$ cat config.mk
export PLATFORM = sky130hd
export DESIGN_NAME = servant_mtimer_flat
export DESIGN_NICKNAME = d
export VERILOG_FILES = /design/src/rtl/servant_pkg.sv /design/src/rtl/servant_mtimer_if.sv /design/src/rtl/servant_mtimer_prescale.sv /design/src/rtl/servant_mtimer.sv /design/src/flat_wrapper.sv
export SDC_FILE = /design/constraint.sdc
export NUM_CORES = 1
export LEC_CHECK = 0
export CAP_MARGIN = 20
export CORE_ASPECT_RATIO = 1.5
export CORE_MARGIN = 10
export CORE_UTILIZATION = 50
export DETAILED_ROUTE_END_ITERATION = 7
export DONT_BUFFER_PORTS = 1
export HOLD_SLACK_MARGIN = 0.1
export PLACE_DENSITY = 0.66
export SYNTH_ARGS = -nofsm -noshare
export SYNTH_HDL_FRONTEND = slang
export SYNTH_HIERARCHICAL = 1
export SYNTH_SLANG_ARGS = --single-unit
$ cat constraint.sdc
create_clock -name i_clk -period 2.95 [get_ports i_clk]
set_input_delay 0.4425 -clock i_clk [delete_from_list [all_inputs] [get_ports i_clk]]
set_output_delay 0.4425 -clock i_clk [all_outputs]
set_load 0.01 [all_outputs]
$ cat src/rtl/servant_pkg.sv
// Shared constants and helpers for the servant SoC peripherals.
package servant_pkg;

  localparam logic [1:0]  MTIMER_MTIME_LO = 2'd0;
  localparam logic [1:0]  MTIMER_MTIME_HI = 2'd1;
  localparam logic [1:0]  MTIMER_CMP_LO   = 2'd2;
  localparam logic [1:0]  MTIMER_CMP_HI   = 2'd3;

  localparam logic [63:0] MTIMECMP_RST    = 64'hFFFF_FFFF_FFFF_FFFF;

  // Byte-enable merge of a 32-bit write into an existing word.
  function automatic logic [31:0] merge32(input logic [31:0] old_w,
                                          input logic [31:0] new_w,
                                          input logic [3:0]  sel);
    logic [31:0] res;
    for (int b = 0; b < 4; b++)
      res[8*b +: 8] = sel[b] ? new_w[8*b +: 8] : old_w[8*b +: 8];
    return res;
  endfunction

endpackage

$ cat src/rtl/servant_mtimer_if.sv
// Wishbone data-bus slice used by the machine timer.
interface servant_mtimer_if;
  logic        cyc;
  logic        we;
  logic [1:0]  adr;
  logic [31:0] dat;
  logic [3:0]  sel;
  logic [31:0] rdt;
  logic        ack;

  modport master (output cyc, we, adr, dat, sel, input  rdt, ack);
  modport slave  (input  cyc, we, adr, dat, sel, output rdt, ack);
endinterface

$ cat src/rtl/servant_mtimer_prescale.sv
// DIV prescaler with debug-halt freeze; produces the mtime increment tick.
module servant_mtimer_prescale #(
  parameter int unsigned DIV      = 1,
  parameter bit          DBG_STOP = 1'b1
) (
  input  logic i_clk,
  input  logic i_rst_n,
  input  logic i_dbg_halt,
  output logic o_tick
);

  localparam int unsigned   CW   = (DIV > 1) ? $clog2(DIV) : 1;
  localparam logic [CW-1:0] LAST = CW'(DIV - 1);

  logic [CW-1:0] cnt;
  logic          frozen;

  assign frozen = DBG_STOP & i_dbg_halt;
  // With DIV=1 LAST is 0 and cnt never leaves 0, so tick is simply !frozen.
  assign o_tick = !frozen && (cnt == LAST);

  always_ff @(posedge i_clk or negedge i_rst_n)
    if (!i_rst_n)    cnt <= '0;
    else if (!frozen) cnt <= (cnt == LAST) ? '0 : cnt + 1'b1;

endmodule

$ cat src/rtl/servant_mtimer.sv
// RISC-V machine timer: 64-bit mtime/mtimecmp on a 16-byte Wishbone slave.
module servant_mtimer
  import servant_pkg::*;
#(
  parameter int unsigned DIV      = 1,
  parameter bit          DBG_STOP = 1'b1
) (
  input  logic              i_clk,
  input  logic              i_rst_n,
  input  logic              i_dbg_halt,
  servant_mtimer_if.slave   wb,
  output logic              o_mtip
);

  logic [63:0] mtime;
  logic [63:0] mtimecmp;
  logic [31:0] hi_shadow;
  logic [31:0] rdt_q;
  logic        ack_q;
  logic        tick;
  logic        acc, wr, rd;

  servant_mtimer_prescale #(.DIV(DIV), .DBG_STOP(DBG_STOP)) u_prescale (
    .i_clk      (i_clk),
    .i_rst_n    (i_rst_n),
    .i_dbg_halt (i_dbg_halt),
    .o_tick     (tick)
  );

  assign acc    = wb.cyc & !ack_q;
  assign wr     = acc &  wb.we;
  assign rd     = acc & !wb.we;
  assign wb.ack = ack_q;
  assign wb.rdt = rdt_q;

  always_ff @(posedge i_clk or negedge i_rst_n) begin
    if (!i_rst_n) begin
      mtime     <= '0;
      mtimecmp  <= MTIMECMP_RST;
      hi_shadow <= '0;
      ack_q     <= 1'b0;
      rdt_q     <= '0;
      o_mtip    <= 1'b0;
    end else begin
      ack_q  <= wb.cyc & !ack_q;
      o_mtip <= (mtime >= mtimecmp);

      // A bus write to either half wins over the tick for this cycle.
      if (wr && wb.adr == MTIMER_MTIME_LO)
        mtime[31:0]  <= merge32(mtime[31:0], wb.dat, wb.sel);
      else if (wr && wb.adr == MTIMER_MTIME_HI)
        mtime[63:32] <= merge32(mtime[63:32], wb.dat, wb.sel);
      else if (tick)
        mtime <= mtime + 64'd1;

      if (wr && wb.adr == MTIMER_CMP_LO)
        mtimecmp[31:0]  <= merge32(mtimecmp[31:0], wb.dat, wb.sel);
      if (wr && wb.adr == MTIMER_CMP_HI)
        mtimecmp[63:32] <= merge32(mtimecmp[63:32], wb.dat, wb.sel);

      // Low read snapshots the high half so a lo-then-hi pair is carry-safe.
      if (rd) begin
        case (wb.adr)
          MTIMER_MTIME_LO: begin
            rdt_q     <= mtime[31:0];
            hi_shadow <= mtime[63:32];
          end
          MTIMER_MTIME_HI: rdt_q <= hi_shadow;
          MTIMER_CMP_LO:   rdt_q <= mtimecmp[31:0];
          MTIMER_CMP_HI:   rdt_q <= mtimecmp[63:32];
        endcase
      end
    end
  end

endmodule

$ cat src/flat_wrapper.sv
// flat-port wrapper written by rule: the top's interface ports become plain ports
module servant_mtimer_flat import servant_pkg::*;
#(
  parameter int unsigned DIV      = 1,
  parameter bit          DBG_STOP = 1'b1
)
  (i_clk, i_rst_n, i_dbg_halt, o_mtip, wb_cyc, wb_we, wb_adr, wb_dat, wb_sel, wb_rdt, wb_ack);
  servant_mtimer_if wb_i ();
  input  logic i_clk;
  input  logic i_rst_n;
  input  logic i_dbg_halt;
  output logic o_mtip;
  input wire logic [$bits(wb_i.cyc)-1:0] wb_cyc;
  input wire logic [$bits(wb_i.we)-1:0] wb_we;
  input wire logic [$bits(wb_i.adr)-1:0] wb_adr;
  input wire logic [$bits(wb_i.dat)-1:0] wb_dat;
  input wire logic [$bits(wb_i.sel)-1:0] wb_sel;
  output wire logic [$bits(wb_i.rdt)-1:0] wb_rdt;
  output wire logic [$bits(wb_i.ack)-1:0] wb_ack;
  assign wb_i.cyc = wb_cyc;
  assign wb_i.we = wb_we;
  assign wb_i.adr = wb_adr;
  assign wb_i.dat = wb_dat;
  assign wb_i.sel = wb_sel;
  assign wb_rdt = wb_i.rdt;
  assign wb_ack = wb_i.ack;
  servant_mtimer #(.DIV(DIV), .DBG_STOP(DBG_STOP)) u_core (.i_clk(i_clk), .i_rst_n(i_rst_n), .i_dbg_halt(i_dbg_halt), .wb(wb_i), .o_mtip(o_mtip));
endmodule
# Word level (Yosys, flattened, before mapping)
# Index checks and enable logic that the tools add are counted.
# totals
ff_bits,195
inputBits,43
out_inout_bits,34
wordCells,79
# op_classes
addsub,2
n_lt_le_gt_ge,1
eq_ne,12
n_mux,10
n_bitwise,5
n_reduce_logical,28
# ops
operator,count
one-hot mux 32 bit (4 select lines),1
two-way mux 32 bit,3
adder 64 x 1 -> 64 bit (second input constant),1
greater-or-equal comparator 64 bit,1
two-way mux 64 bit,1
two-way mux 8 bit,4
AND reduction 3 bit,8
AND reduction 2 bit,9
!= test 2 bit (second input constant),8
logical AND 1 bit,5
equality test 2 bit (second input constant),2
nonzero test 2 bit,2
AND 1 bit,3
logical NOT 1 bit,3
equality test 2 x 1 -> 1 bit (second input constant),1
logical NOT 2 bit,1
!= test 2 x 1 -> 1 bit (second input constant),1
inverter 1 bit,2
adder 1 bit (second input constant),1
two-way mux 1 bit,1

# Depth between registers and ports, before layout
# depth
ltp_word,6
mapped_depth,8

# Hierarchy
# Netlist, hierarchy kept.
# by_module_without_submodules
module,instances,cells_each,area_per_inst_um2,seq_area_each_um2
servant_mtimer,1,1186,11594.9,4934.7
servant_mtimer_prescale,1,1,3.8,0.0

# Least setup slack after synthesis
# Ideal clock, no wire load.
# synth_path
kind,flip-flop to flip-flop
start,reg u_core.mtime[1]
end,reg u_core.mtime[52]
t_arrival_ns,2.211
required_ns,2.867
path_slack_ns,0.656
path_stages_with_launch,8
path_cell_list,dfrtp_1 > ha_1 > nand3_1 > nor4_1 > nand4_1 > or4_1 > o32a_1 > o21ai_0
# synth_via
elab_chain_cells,3
# synth_lines
element,line,text
"start, declared",servant_mtimer.sv:15,logic [63:0] mtime;
"start signal, assigned",servant_mtimer.sv:50,"mtime[31:0] <= merge32(mtime[31:0], wb.dat, wb.sel);"
"start signal, assigned",servant_mtimer.sv:54,mtime <= mtime + 64'd1;
adder 64 x 1 -> 64 bit,servant_mtimer.sv:54,
two-way mux 64 bit,servant_mtimer.sv:53,else if (tick)
two-way mux 32 bit,servant_mtimer.sv:51,else if (wr && wb.adr == MTIMER_MTIME_HI)
# No other way between the ends. The select of a mux whose other input is x is not followed.
# A chain may end at the register's enable or synchronous reset.

# Worst setup path after layout
# layout_path
start,reg u_core.mtime[2]
end,reg u_core.mtime[37]
# Same word-level chain as after synthesis.

==> results.py <==
metrics = {
    "sta": {
        "maxSlewHeadroom_pct": 34.57,
        "hold_ws_ns": -0.2920,
        "fin_crit_ns": 2.672,
        "rsz0062_at_grt": "false",
        "min_period_over_period_pct": 90.57,
        "tns_ns": 0,
        "fmax_mhz": 374.3,
        "timing_hold_violations_final": 142,
        "drv_slew": 0,
        "timing.final.ws_setup_ns": 0.2781,
        "skew_ns": 0.009016,
        "max_slew.worst_pin.slew_ns": 0.9814,
        "setup_violations": 0,
    },
    "global_routing": {
        "grt-ovfl-total": 0,
        "antenna_found_initial": 1,
        "grt_pass1_vias": 9913,
        "grt_max_degree": 195,
        "gr-usage-all-layers_pct": 24.86,
        "grt_pass1_wl_um": 57090,
    },
    "detailed_routing": {
        "drt-pass1-iter-count": 6,
        "num_vias": 9762,
        "ant_nets": 0,
        "wl_per_cell_um": 24.34,
        "routed_wl_um": 36410,
        "drt_iter0_markers": 1103,
        "route.detailed.drc": 0,
        "vias_per_cell": 6.525,
    },
    "job": {
        "maxCapViolations": 0,
    },
    "final_layout": {
        "fin_area_sq_um": 12830,
        "multi_input_area_sq_um": 6181,
        "area_growth_pct": 10.60,
        "n_fill_cell": 2042,
        "drive_gt1_share_pct": 21.63,
        "regArea_sq_um": 4935,
        "utilization_pct": 55.84,
        "fin_nets": 1311,
        "antenna_cells": 0,
    },
    "synthesis": {
        "ys_ff_latch": 194,
        "synth_edf_count": 0,
        "syn-num-nets": 1295,
        "ys_top_cells_by_count": "dfrtp_1 (130), nand2_1 (130), a21oi_1 (92)",
        "yosysTopAreaCell": "dfrtp_1",
        "syn_area_per_cell_sq_um": 9.771,
        "synth_warnings": 6,
        "yosys-top-cells-area": "dfrtp_1 (28%), dfstp_2 (14%), mux2_2 (8.7%), ha_1 (7.0%), mux4_2 (5.2%)",
        "netlist_area_sq_um": 11600,
        "synth_ff_type": "dfrtp_1",
        "synth_top_area_share_pct": 28.05,
        "async_flop_share_pct": 100.0,
        "yosysSeqAreaShare_pct": 42.55,
        "postSynthCellCount": 1187,
        "ys_types": 63,
    },
    "setup_path": {
        "arrival_ns": 3.01,
        "crit_path_end_kind": "flip-flop",
        "crit_path_max_incr_delay_ns": 0.64,
        "worstPathBufferInverterCount": 0,
        "critical-path-top-delay-family": "simple AND/OR/NAND/NOR gates",
        "cp-start-kind": "flip-flop",
        "critPathKind": "flip-flop to flip-flop",
        "critPathRequiredTime_ns": 3.29,
        "critical_path.slowest_cell": "or4_4",
        "critical_path.max_fanout": 9,
        "cp_cell_sequence": "nand4_1 > or4_4 > or3_1 > nor3_1 > o21ai_0 > o21a_1",
    },
    "clock_network": {
        "cts-hold-fix-buffers": 18,
        "cts_root_buf": "clkbuf_16",
        "clk_pin_slew_ns": 0.07,
        "clock_latency_ns": 0.45,
        "htree_levels": 4,
        "post_cts_buffers": 0,
        "cts.sinks": 194,
        "cts_tree": "done",
        "cts_buffers": 17,
        "clock_path_buffers": 2,
        "cts-resized-gates": 0,
    },
    "outcome": {
        "status": "finished with violations",
        "violations": "negative hold slack",
    },
    "floorplanning": {
        "core_region_area_sq_um": 22970,
        "die_area_sq_um": 29810,
        "rows": 68,
        "io_pins": 77,
        "initial_core_util_pct": 50.49,
        "die_w_um": 144.4,
        "die_h_um": 206.5,
    },
    "placement": {
        "hpwl_um": 26280,
        "gp_congestion": 0.9785,
        "dp_slack_ns": 0.3318,
        "placed_area_sq_um": 12040,
        "portBuffers": 0,
    },
    "pwr": {
        "leakagePower_uw": 0.005266,
        "power_density_nw_per_um2": 745.7,
        "ir_worst_vdd_mv": 0.4910,
    },
    "min_path": {
        "min_path_type": "primary input to asynchronous set/reset pin",
    },
}
==> through the flow <==
stage / hold WS [ns] / cells / power, uW
6_report: -0.2920 / 1496 / 9567
5_1_grt: -0.3152 / 1496 / 10170
4_1_cts: -0.3170 / 1495 / 9608
3_5_place_dp: 0.1565 / 1445 / 7143
3_3_place_gp: 0.1578 / 1445 / 7045
2_1_floorplan: 0.1469 / 1187 / 6199
==> sequential cells by signal, indices dropped and copies added, names as in the netlist <==
| name | flops |
|---|---|
| u_core/mtime | 64 |
| u_core/mtimecmp | 64 |
| u_core/hi_shadow | 32 |
| u_core/wb.rdt | 32 |
| u_core/o_mtip | 1 |
| u_core/wb.ack | 1 |
==> layout make-up <==
cell class | count | area share [%]
multi-input cells | 862 | 48.18
clock buffers | 23 | 3.648
clock inverters | 9 | 1.024
flip-flops and latches | 194 | 38.47
repair buffers | 56 | 3.843
inverters | 72 | 2.107
well taps | 280 | 2.731
==> path summary, 6_finish.rpt <==
check,start,endpoint,slack [ns],depth (start not counted)
max in group asynchronous,i_rst_n,u_core/wb.rdt[3],2.72,0
setup reg to reg,u_core/mtime[2],u_core/mtime[37],0.28,6
setup / recovery,u_core/mtime[2],u_core/mtime[37],0.28,6
min in group i_clk,wb_dat[17],u_core/mtimecmp[17],0.11,2
hold reg to reg,u_core/hi_shadow[21],u_core/hi_shadow[21],0.49,2
hold / removal,i_rst_n,u_core/wb.rdt[30],-0.29,0
==> report_power, final <==
part | internal (uW) | switching [uW]
Combinational | 1320 | 1330
Sequential | 3610 | 906
Clock | 1380 | 1020
Total | 6310 | 3260
==> metal layers <==
metal	track usage [%]	vias up	routed length [um]
met5	0	-	13
met4	10.64	2	1444
met3	4.785	93	2193
met2	42.96	386	18690
met1	29.44	4849	14070
li1	-	4432	-
==> logic make-up (layout without fill, tap and decap cells) <==
group | count (synthesis) | after routing | synth area share [%]
muxes | 119 | 119 | 14.15
adders and majority gates | 65 | 65 | 7.012
buffers and inverters | 131 | 160 | 4.315
DFF | 194 | 194 | 42.55
and+or+nand+nor | 377 | 377 | 16.03
AOI/OAI and AO/OA | 301 | 301 | 15.94
==> placed cells by master, fill, tap and decap left out, types with 15 or more instances in the layout <==
master	instances
mux2_2	90
a31oi_1	15
ha_1	65
dfrtp_1	130
clkbuf_16	17
nand2_1	128
a21oi_1	92
o22ai_1	15
nor3_1	25
and3_1	17
a2bb2oi_1	15
mux4_2	27
nor2_1	62
nand3_1	52
dfstp_2	64
dlygate4sd3_1	19
nand4_1	32
o21ai_0	88
inv_1	72
buf_4	35
(Power assumes the default switching activity.)
